--- src/rtl/decrypt_requester.sv ---
// ---------------------------------------------------------------------------
// decrypt_requester
//
// Initiator side of the decrypt engine's start/done handshake. The block
// accepts one job at a time from an upstream valid/ready source and sends the
// engine a one-cycle start pulse. It then waits for done under a watchdog. If
// the watchdog expires it re-issues the job up to MAX_RETRY times. Finally it
// returns a response upstream that carries the job id, a timeout flag and the
// number of start pulses issued. Every accepted job therefore ends in exactly
// one response, even when the engine never answers.
//
// Ports
//   clk           : single clock, all logic on posedge
//   rst           : asynchronous, active-high reset
//   job_valid     : upstream job request
//   job_ready     : block can accept a job (high only in IDLE)
//   job_id        : job identifier, captured on accept
//   start         : one-cycle start pulse to the engine
//   done          : engine completion pulse
//   resp_valid    : response available (held until resp_ready)
//   resp_ready    : upstream takes the response
//   resp_id       : captured job_id
//   resp_timeout  : 1 = every attempt timed out
//   resp_attempts : start pulses issued for this job, saturating at 3
//   busy          : block is not idle
//   err_spurious  : sticky, done seen while not waiting for it
// ---------------------------------------------------------------------------
module decrypt_requester #(
  parameter int ID_W      = 4,
  parameter int TIMEOUT   = 16,
  parameter int MAX_RETRY = 2
) (
  input  logic            clk,
  input  logic            rst,
  input  logic            job_valid,
  output logic            job_ready,
  input  logic [ID_W-1:0] job_id,
  output logic            start,
  input  logic            done,
  output logic            resp_valid,
  input  logic            resp_ready,
  output logic [ID_W-1:0] resp_id,
  output logic            resp_timeout,
  output logic [1:0]      resp_attempts,
  output logic            busy,
  output logic            err_spurious
);

  typedef enum logic [1:0] {
    IDLE,
    ISSUE,
    WAIT,
    RESP
  } state_t;

  // The watchdog counts 0 .. TIMEOUT-1 inside one WAIT period.
  localparam int WD_W = $clog2(TIMEOUT);
  localparam logic [WD_W-1:0] WD_LAST = WD_W'(TIMEOUT - 1);

  // A retry counter of at least one bit keeps MAX_RETRY = 0 legal.
  localparam int RT_W = (MAX_RETRY > 0) ? $clog2(MAX_RETRY + 1) : 1;
  localparam logic [RT_W-1:0] RT_MAX = RT_W'(MAX_RETRY);

  state_t          state;
  logic [WD_W-1:0] watchdog;
  logic [RT_W-1:0] retries;

  // NOTE: sequential state uses non-blocking assignments only. The reset
  // branch sits in the same process so that rst acts asynchronously and
  // aborts any in-flight job at once, without producing a response for it.
  always_ff @(posedge clk or posedge rst) begin
    if (rst) begin
      state         <= IDLE;
      watchdog      <= '0;
      retries       <= '0;
      start         <= 1'b0;
      job_ready     <= 1'b1;
      busy          <= 1'b0;
      resp_valid    <= 1'b0;
      resp_id       <= '0;
      resp_timeout  <= 1'b0;
      resp_attempts <= 2'd0;
      err_spurious  <= 1'b0;
    end else begin
      // start is a pulse. It is high only in the cycle that follows a
      // transition into ISSUE.
      start <= 1'b0;

      // A done outside WAIT has no matching request, so it is flagged and
      // otherwise ignored.
      if (done && state != WAIT) begin
        err_spurious <= 1'b1;
      end

      unique case (state)
        IDLE: begin
          if (job_valid && job_ready) begin
            resp_id       <= job_id;
            retries       <= '0;
            resp_attempts <= 2'd0;
            resp_timeout  <= 1'b0;
            job_ready     <= 1'b0;
            busy          <= 1'b1;
            start         <= 1'b1;
            state         <= ISSUE;
          end
        end

        ISSUE: begin
          if (resp_attempts != 2'd3) begin
            resp_attempts <= resp_attempts + 2'd1;
          end
          watchdog <= '0;
          state    <= WAIT;
        end

        WAIT: begin
          // done takes priority over watchdog expiry in the same cycle. A late
          // done from an earlier attempt is accepted as completion.
          if (done) begin
            resp_timeout <= 1'b0;
            resp_valid   <= 1'b1;
            state        <= RESP;
          end else if (watchdog == WD_LAST) begin
            if (retries < RT_MAX) begin
              retries <= retries + 1'b1;
              start   <= 1'b1;
              state   <= ISSUE;
            end else begin
              resp_timeout <= 1'b1;
              resp_valid   <= 1'b1;
              state        <= RESP;
            end
          end else begin
            watchdog <= watchdog + 1'b1;
          end
        end

        RESP: begin
          // The response fields stay frozen until upstream takes them.
          // job_ready rises in the same cycle that resp_valid falls.
          if (resp_ready) begin
            resp_valid <= 1'b0;
            job_ready  <= 1'b1;
            busy       <= 1'b0;
            state      <= IDLE;
          end
        end

        default: state <= IDLE;
      endcase
    end
  end

endmodule
--- config.mk ---
export PLATFORM = sky130hd
export DESIGN_NAME = decrypt_requester
export DESIGN_NICKNAME = d
export VERILOG_FILES = /design/src/rtl/decrypt_requester.sv
export SDC_FILE = /design/constraint.sdc
export NUM_CORES = 1
export LEC_CHECK = 0
export CAP_MARGIN = 20
export CORE_MARGIN = 8
export CORE_UTILIZATION = 44
export DETAILED_ROUTE_END_ITERATION = 10
export PLACE_DENSITY = 0.79
export SLEW_MARGIN = 20
export SYNTH_ARGS = -nofsm -noshare
export SYNTH_HDL_FRONTEND = slang
export SYNTH_SLANG_ARGS = --single-unit
--- constraint.sdc ---
create_clock -name clk -period 1.65 [get_ports clk]
set_clock_uncertainty 0.1 [all_clocks]
set_input_delay 0.165 -clock clk [delete_from_list [all_inputs] [get_ports clk]]
set_output_delay 0.165 -clock clk [all_outputs]
set_load 0.02 [all_outputs]
==> impl_metrics.ini <==
[critical_path]
critical_path.slowest_cell = clkdlybuf4s50_1
timing.critical_path.max_delay_family = buffers and inverters
cpPeakStageDelay_ns = 0.62
setup.worst_path.end_class = primary output
timing.critical_path.buf_inv = 1
crit_type = flop to primary output
setup.reg_to_reg.worst_slack_ns = 0.11
critical_path_cell_count = 1
regToRegStartpoint = state[1]
timing.critical_path.required_ns = 1.38
worstSetupStartpointType = flop
critical_path.reg2reg.endpoint = retries[1]
critical_path.cell_chain = clkdlybuf4s50_1
crit_fanout = 3
worst_r2r_path_depth = 4
worst-endpoint-arrival_ns = 1.30
critPathLaunch = resp_attempts[0]

[yosys]
post_synth_main_area_contributors = dfrtp_1 (48%), nand2_1 (8.8%), a21oi_1 (3.0%)
yosysWarningCount = 0
synth_top_area_share_pct = 48.3
synth.ff_latch_count = 20
yosys_most_used_dff = dfrtp_1
synth_fp_nets = 106
synth-edff-count = 0
synth.lib_cells_used.distinct = 35
synthesis.instances = 95
async_reset_ff_share_pct = 100
synth_largest_area_cell = dfrtp_1
mappedNetlistArea_um2 = 985
seq_area_frac_synth_pct = 51.0
syn_area_per_cell_um2 = 10.4

[global_route]
grt_first_pass_wirelength_um = 3800
grt_pass1_vias = 860
grt.total_usage_pct = 11.5
grt.overflow.total = 0
grt_antenna_before_repair = 0
maximum_number_of_pins_on_one_net_before_global_route_repair = 21

[timing]
timing_max_transition_violations_final = 0
hold_viol_final = 0
fmax_mhz = 638
worst_hold_slack_ns = 0.0783
setup_viol = 0
final.min_clock_period_ns = 1.57
min_period_over_period_pct = 94.9
timing_worst_slew_pin_value_ns = 0.323
rsz0062_at_grt = false
fin_tns_setup_ns = 0
setup_ws_ns = 0.0836
max-slew-margin-rel_pct = 78.5

[power]
power_mw = 2.14
total_leakage_power_nw = 0.596
ir_drop_mv = 1.09
power-per-cell-area_nw_per_um2 = 1610

[routing]
drt-total-wl_um = 2190
detail_route.iter0.violations = 17
drt_pre_antenna_iters = 4
drt.antenna.violating_nets = 0
vias_per_cell = 5.34
detail_route.wl_per_cell_um = 14.1
detailroute.via_count = 827
drc_errors = 0

[run]
drv.max_cap_violation_count = 0

[clock_network]
cts.clk_slew.worst_paths_ns = 0.11
cts_post_setup_buffers_inserted = 0
max-clock-path-buffers = 2
ctsRootBufferMaster = clkbuf_4
numCtsBuffers = 3
clk-insertion-delay-late_ns = 0.30
numClockSinks = 20
cts_tree = built
ctsHoldBuffers = 0
cts-htree-levels = 1

[floorplan]
dieHeight_um = 63.3
floorplan.initialDensity_pct = 45.4
coreArea_um2 = 2170
die-width_um = 63.3
top_level_ports = 21
floorplan.die_area_um2 = 4010
number_of_rows_in_the_core_area = 17

[placement]
gpl.final_weighted_congestion = 0.802
port-buffer-count = 20
detailedPlacementHpwl_um = 1730
post-place-ws_ns = 0.0133

[layout]
post_route_utilization_pct = 61.4
diodes = 0
area_growth_pct = 35.3
nNetsFinal = 139
drive_above_1_share_pct = 17.3

[min_path]
min_path_type = input port to async pin

[run_status]
run_status = complete, no violations
cell families after synthesis:
family                   Yosys count  synth area share, %
AND/OR/NAND/NOR                   47                 25.7
flip-flops                        20                 51.0
AO/OA/AOI/OAI                     18                 15.0
buffers and inverters              5                 2.67
multiplexers                       3                 3.18
adder cells (fa/ha/maj)            2                 2.54
synth_stat cells, types with 2 or more instances:
| library cell | count |
|---|---|
| nand3_1 | 4 |
| buf_2 | 3 |
| a21oi_1 | 6 |
| nor2_1 | 5 |
| nor2b_1 | 2 |
| ha_1 | 2 |
| nand2_1 | 23 |
| nand2b_1 | 3 |
| mux2i_1 | 2 |
| dfrtp_1 | 19 |
| a22o_1 | 2 |
how the worst max path moves through the flow:
stage	slack [ns]	endpoint
floorplan	0.03	retries[0]
global placement	0.05	retries[0]
detailed placement	0.01	retries[1]
CTS	0.06	resp_attempts[0]
global route	0.01	retries[0]
finish	0.08	resp_attempts[0]
per-layer routing:
| layer | up-vias | routed length [µm] | part of all wire [%] | global-route usage [%] |
|---|---|---|---|---|
| li1 | 400 | - | - | - |
| met1 | 410 | 945 | 43 | 13.8 |
| met2 | 13 | 1130 | 52 | 19.7 |
| met3 | 4 | 81 | 3.7 | 2.65 |
| met4 | 0 | 27 | 1.2 | 4.18 |
| met5 | - | 0 | 0 | 0 |
area by class of cell:
type	instances	area, µm²
inverter	1	3.75
fill	191	837
multi-input combinational	70	477
tap	28	35.0
sequential	20	502
clock buffer	4	26.3
timing repair buffer	32	289
layout by cell type (no fill, tap or decap), types with 2 or more instances in the layout:
| cell type | instances |
|---|---|
| mux2i_1 | 2 |
| ha_1 | 2 |
| nor2b_1 | 2 |
| clkdlybuf4s50_1 | 19 |
| a21oi_1 | 6 |
| nand2_1 | 23 |
| nor2_1 | 5 |
| buf_4 | 12 |
| a22o_1 | 2 |
| dfrtp_1 | 19 |
| nand3_1 | 4 |
| clkbuf_4 | 3 |
| nand2b_1 | 3 |
metrics by stage:
step                      instance area, µm²  instances
after detailed placement                1290        151
final                                   1330        155
after floorplan                          985         95
after global routing                    1330        155
after global placement                  1290        151
after CTS                               1310        155
report_power, final:
part           leakage [nW]  switching [mW]  internal [mW]
registers             0.249           0.181          0.672
logic                 0.332           0.516          0.538
clock network        0.0150           0.142         0.0941
total                 0.596           0.839           1.30
flip-flops by register name (all words and copies together), names as in the netlist:
name,cells
watchdog,4
resp_attempts,2
state,2
resp_valid,1
err_spurious,1
job_ready,1
retries,2
busy,1
resp_id,4
resp_timeout,1
start,1
what timing repair did:
item	4_1_cts	5_1_grt
endpoints found under the setup margin	1	4
resized for setup	1	3
pin swaps	0	1
No activity file was read; power rests on OpenSTA's default activity.
==> variant (same flow settings) <==
Reset style: synchronous (`rst`), changed in one clocked block. Comments in the files are not updated.
--- a/src/rtl/decrypt_requester.sv
+++ b/src/rtl/decrypt_requester.sv
@@ -68,7 +68,7 @@
   // NOTE: sequential state uses non-blocking assignments only. The reset
   // branch sits in the same process so that rst acts asynchronously and
   // aborts any in-flight job at once, without producing a response for it.
-  always_ff @(posedge clk or posedge rst) begin
+  always_ff @(posedge clk) begin
     if (rst) begin
       state         <= IDLE;
       watchdog      <= '0;
Function: differs if rst is asserted again (counterexample within 4 cycles, from zero or initial values and one cycle with rst high); with rst held inactive, the same outputs for 10 cycles.
==> variant against the original RTL <==
Final area decreased by 6.0%; via count increased by 2.8%; synthesized area decreased by 8.6%; setup slack got worse by 0.040 ns; core utilization increased by 3.1 points; cell count decreased by 2.6%; routed wire length increased by 4.2%; critical path depth unchanged; global-route usage increased by 1.4 points; sequential cell count unchanged; worst hold slack improved by 0.26 ns.
Power is not compared: it rests on default switching activity, and its combinational part moved more than twofold at a synthesized area within 25%.
==> variant: results (changes against the original RTL) <==
- Global Route Usage Sum: 12.94% (+1.4 points)
- Share of layout cells above drive strength 1: 16.94% (-0.39 points)
- Slew Limit Headroom: 78.30% (-0.20 points)
- Dpl ws: -0.02334 ns (-0.03664 ns)
- Via density: 5.629 (+5.5%)
- Syn Nets: 108 (+1.9%)
- Combinational power: 304 µW
- Post-Synth Adder-Cell Area: 2.782% (+0.24 points)
- Area contributors post-synth: dfxtp_1 (45%), a21oi_1 (5.0%), mux2i_1 (4.5%)
- Largest net degree at the start of global routing: 16 (-24%)
- Ys flop type: dfxtp_1
- Fraction of synthesis flops using an asynchronous set or reset pin: 0% (-100 points)
- GRT met1 Usage: 14.95% (+1.2 points)
- GRT met3 Usage: 5.846% (+3.2 points)
- Netlist cell types: 36 (+2.9%)
- Vias in the first global route: 862 (+0.23%)
- Crit path max fanout: 4 (+1)
- Status: finished, final reports clean
- Post-DP HPWL: 1654 µm (-4.6%)
- Met2 Resource Use GR: 20.30% (+0.58 points)
- Average wire per standard cell: 15.08 µm (+6.9%)
- Met2 routed wirelength: 1065 µm (-5.9%)
- Clock Tree Buf Depth: 2 (unchanged)
- CP startpoint: job_ready$_SDFFE_PP1P_
- Routed via count: 850 (+2.8%)
- Top cells by count, synth: dfxtp_1 (20), a21oi_1 (9), nor2_1 (6)
- Synth Area in Compound Gates: 20.72% (+5.7 points)
- Seq/Total Area, Yosys: 44.51% (-6.4 points)
- Synth warn: 0 (unchanged)
- TritonCTS Buffers: 3 (unchanged)
- R2r startpoint: watchdog[0]$_SDFFE_PP0P_
- Mux contribution to synthesized area: 4.451% (+1.3 points)
- HP Class: in -> reg
- Nets: 136 (-2.2%)
- Met1 wire length: 1023 µm (+8.3%)
- Met3 WL: 153 µm (+89%)
- Design Power: 1.265 mW
- Avg Synthesized Cell Area: 9.274 µm² (-11%)
- Placement Cell Area: 1170 µm² (-9.1%)
- First-pass GRT wire length: 3719 µm (-2.0%)
[variant: cell types whose count changed after synthesis, sizes merged, moves of 3 or more]
cell and change:
a211oi +5, or4 +4, nor3b -3, a21oi +4, o311ai +3, nand2 -19
dfrtp -19, inv +4, dfxtp +20
[variant: worst paths after layout]
kind,end,depth (start not counted),slack (ns)
worst min register to register,busy$_SDFFE_PP0P_,2,0.37
worst min-delay path,resp_id[3]$_SDFFE_PP0P_,3,0.34
worst max-delay path,job_ready,1,0.04
worst max register to register,resp_timeout$_SDFFE_PP0P_,4,0.09
[variant: repair_timing]
| item | 4_1_cts | 5_1_grt |
|---|---|---|
| endpoints found under the setup margin | 0 | 6 |
| hold buffers | 0 | 0 |
| resized for setup | 0 | 7 |
[variant: layout make-up]
cell class	instances	area [µm²]
inverter	5	18.77
timing repair buffer	30	277.8
clock buffer	3	22.52
fill	151	689.4
multi-input combinational	65	466.7
tap	27	33.78
sequential	20	402.9
clock inverter	1	30.03
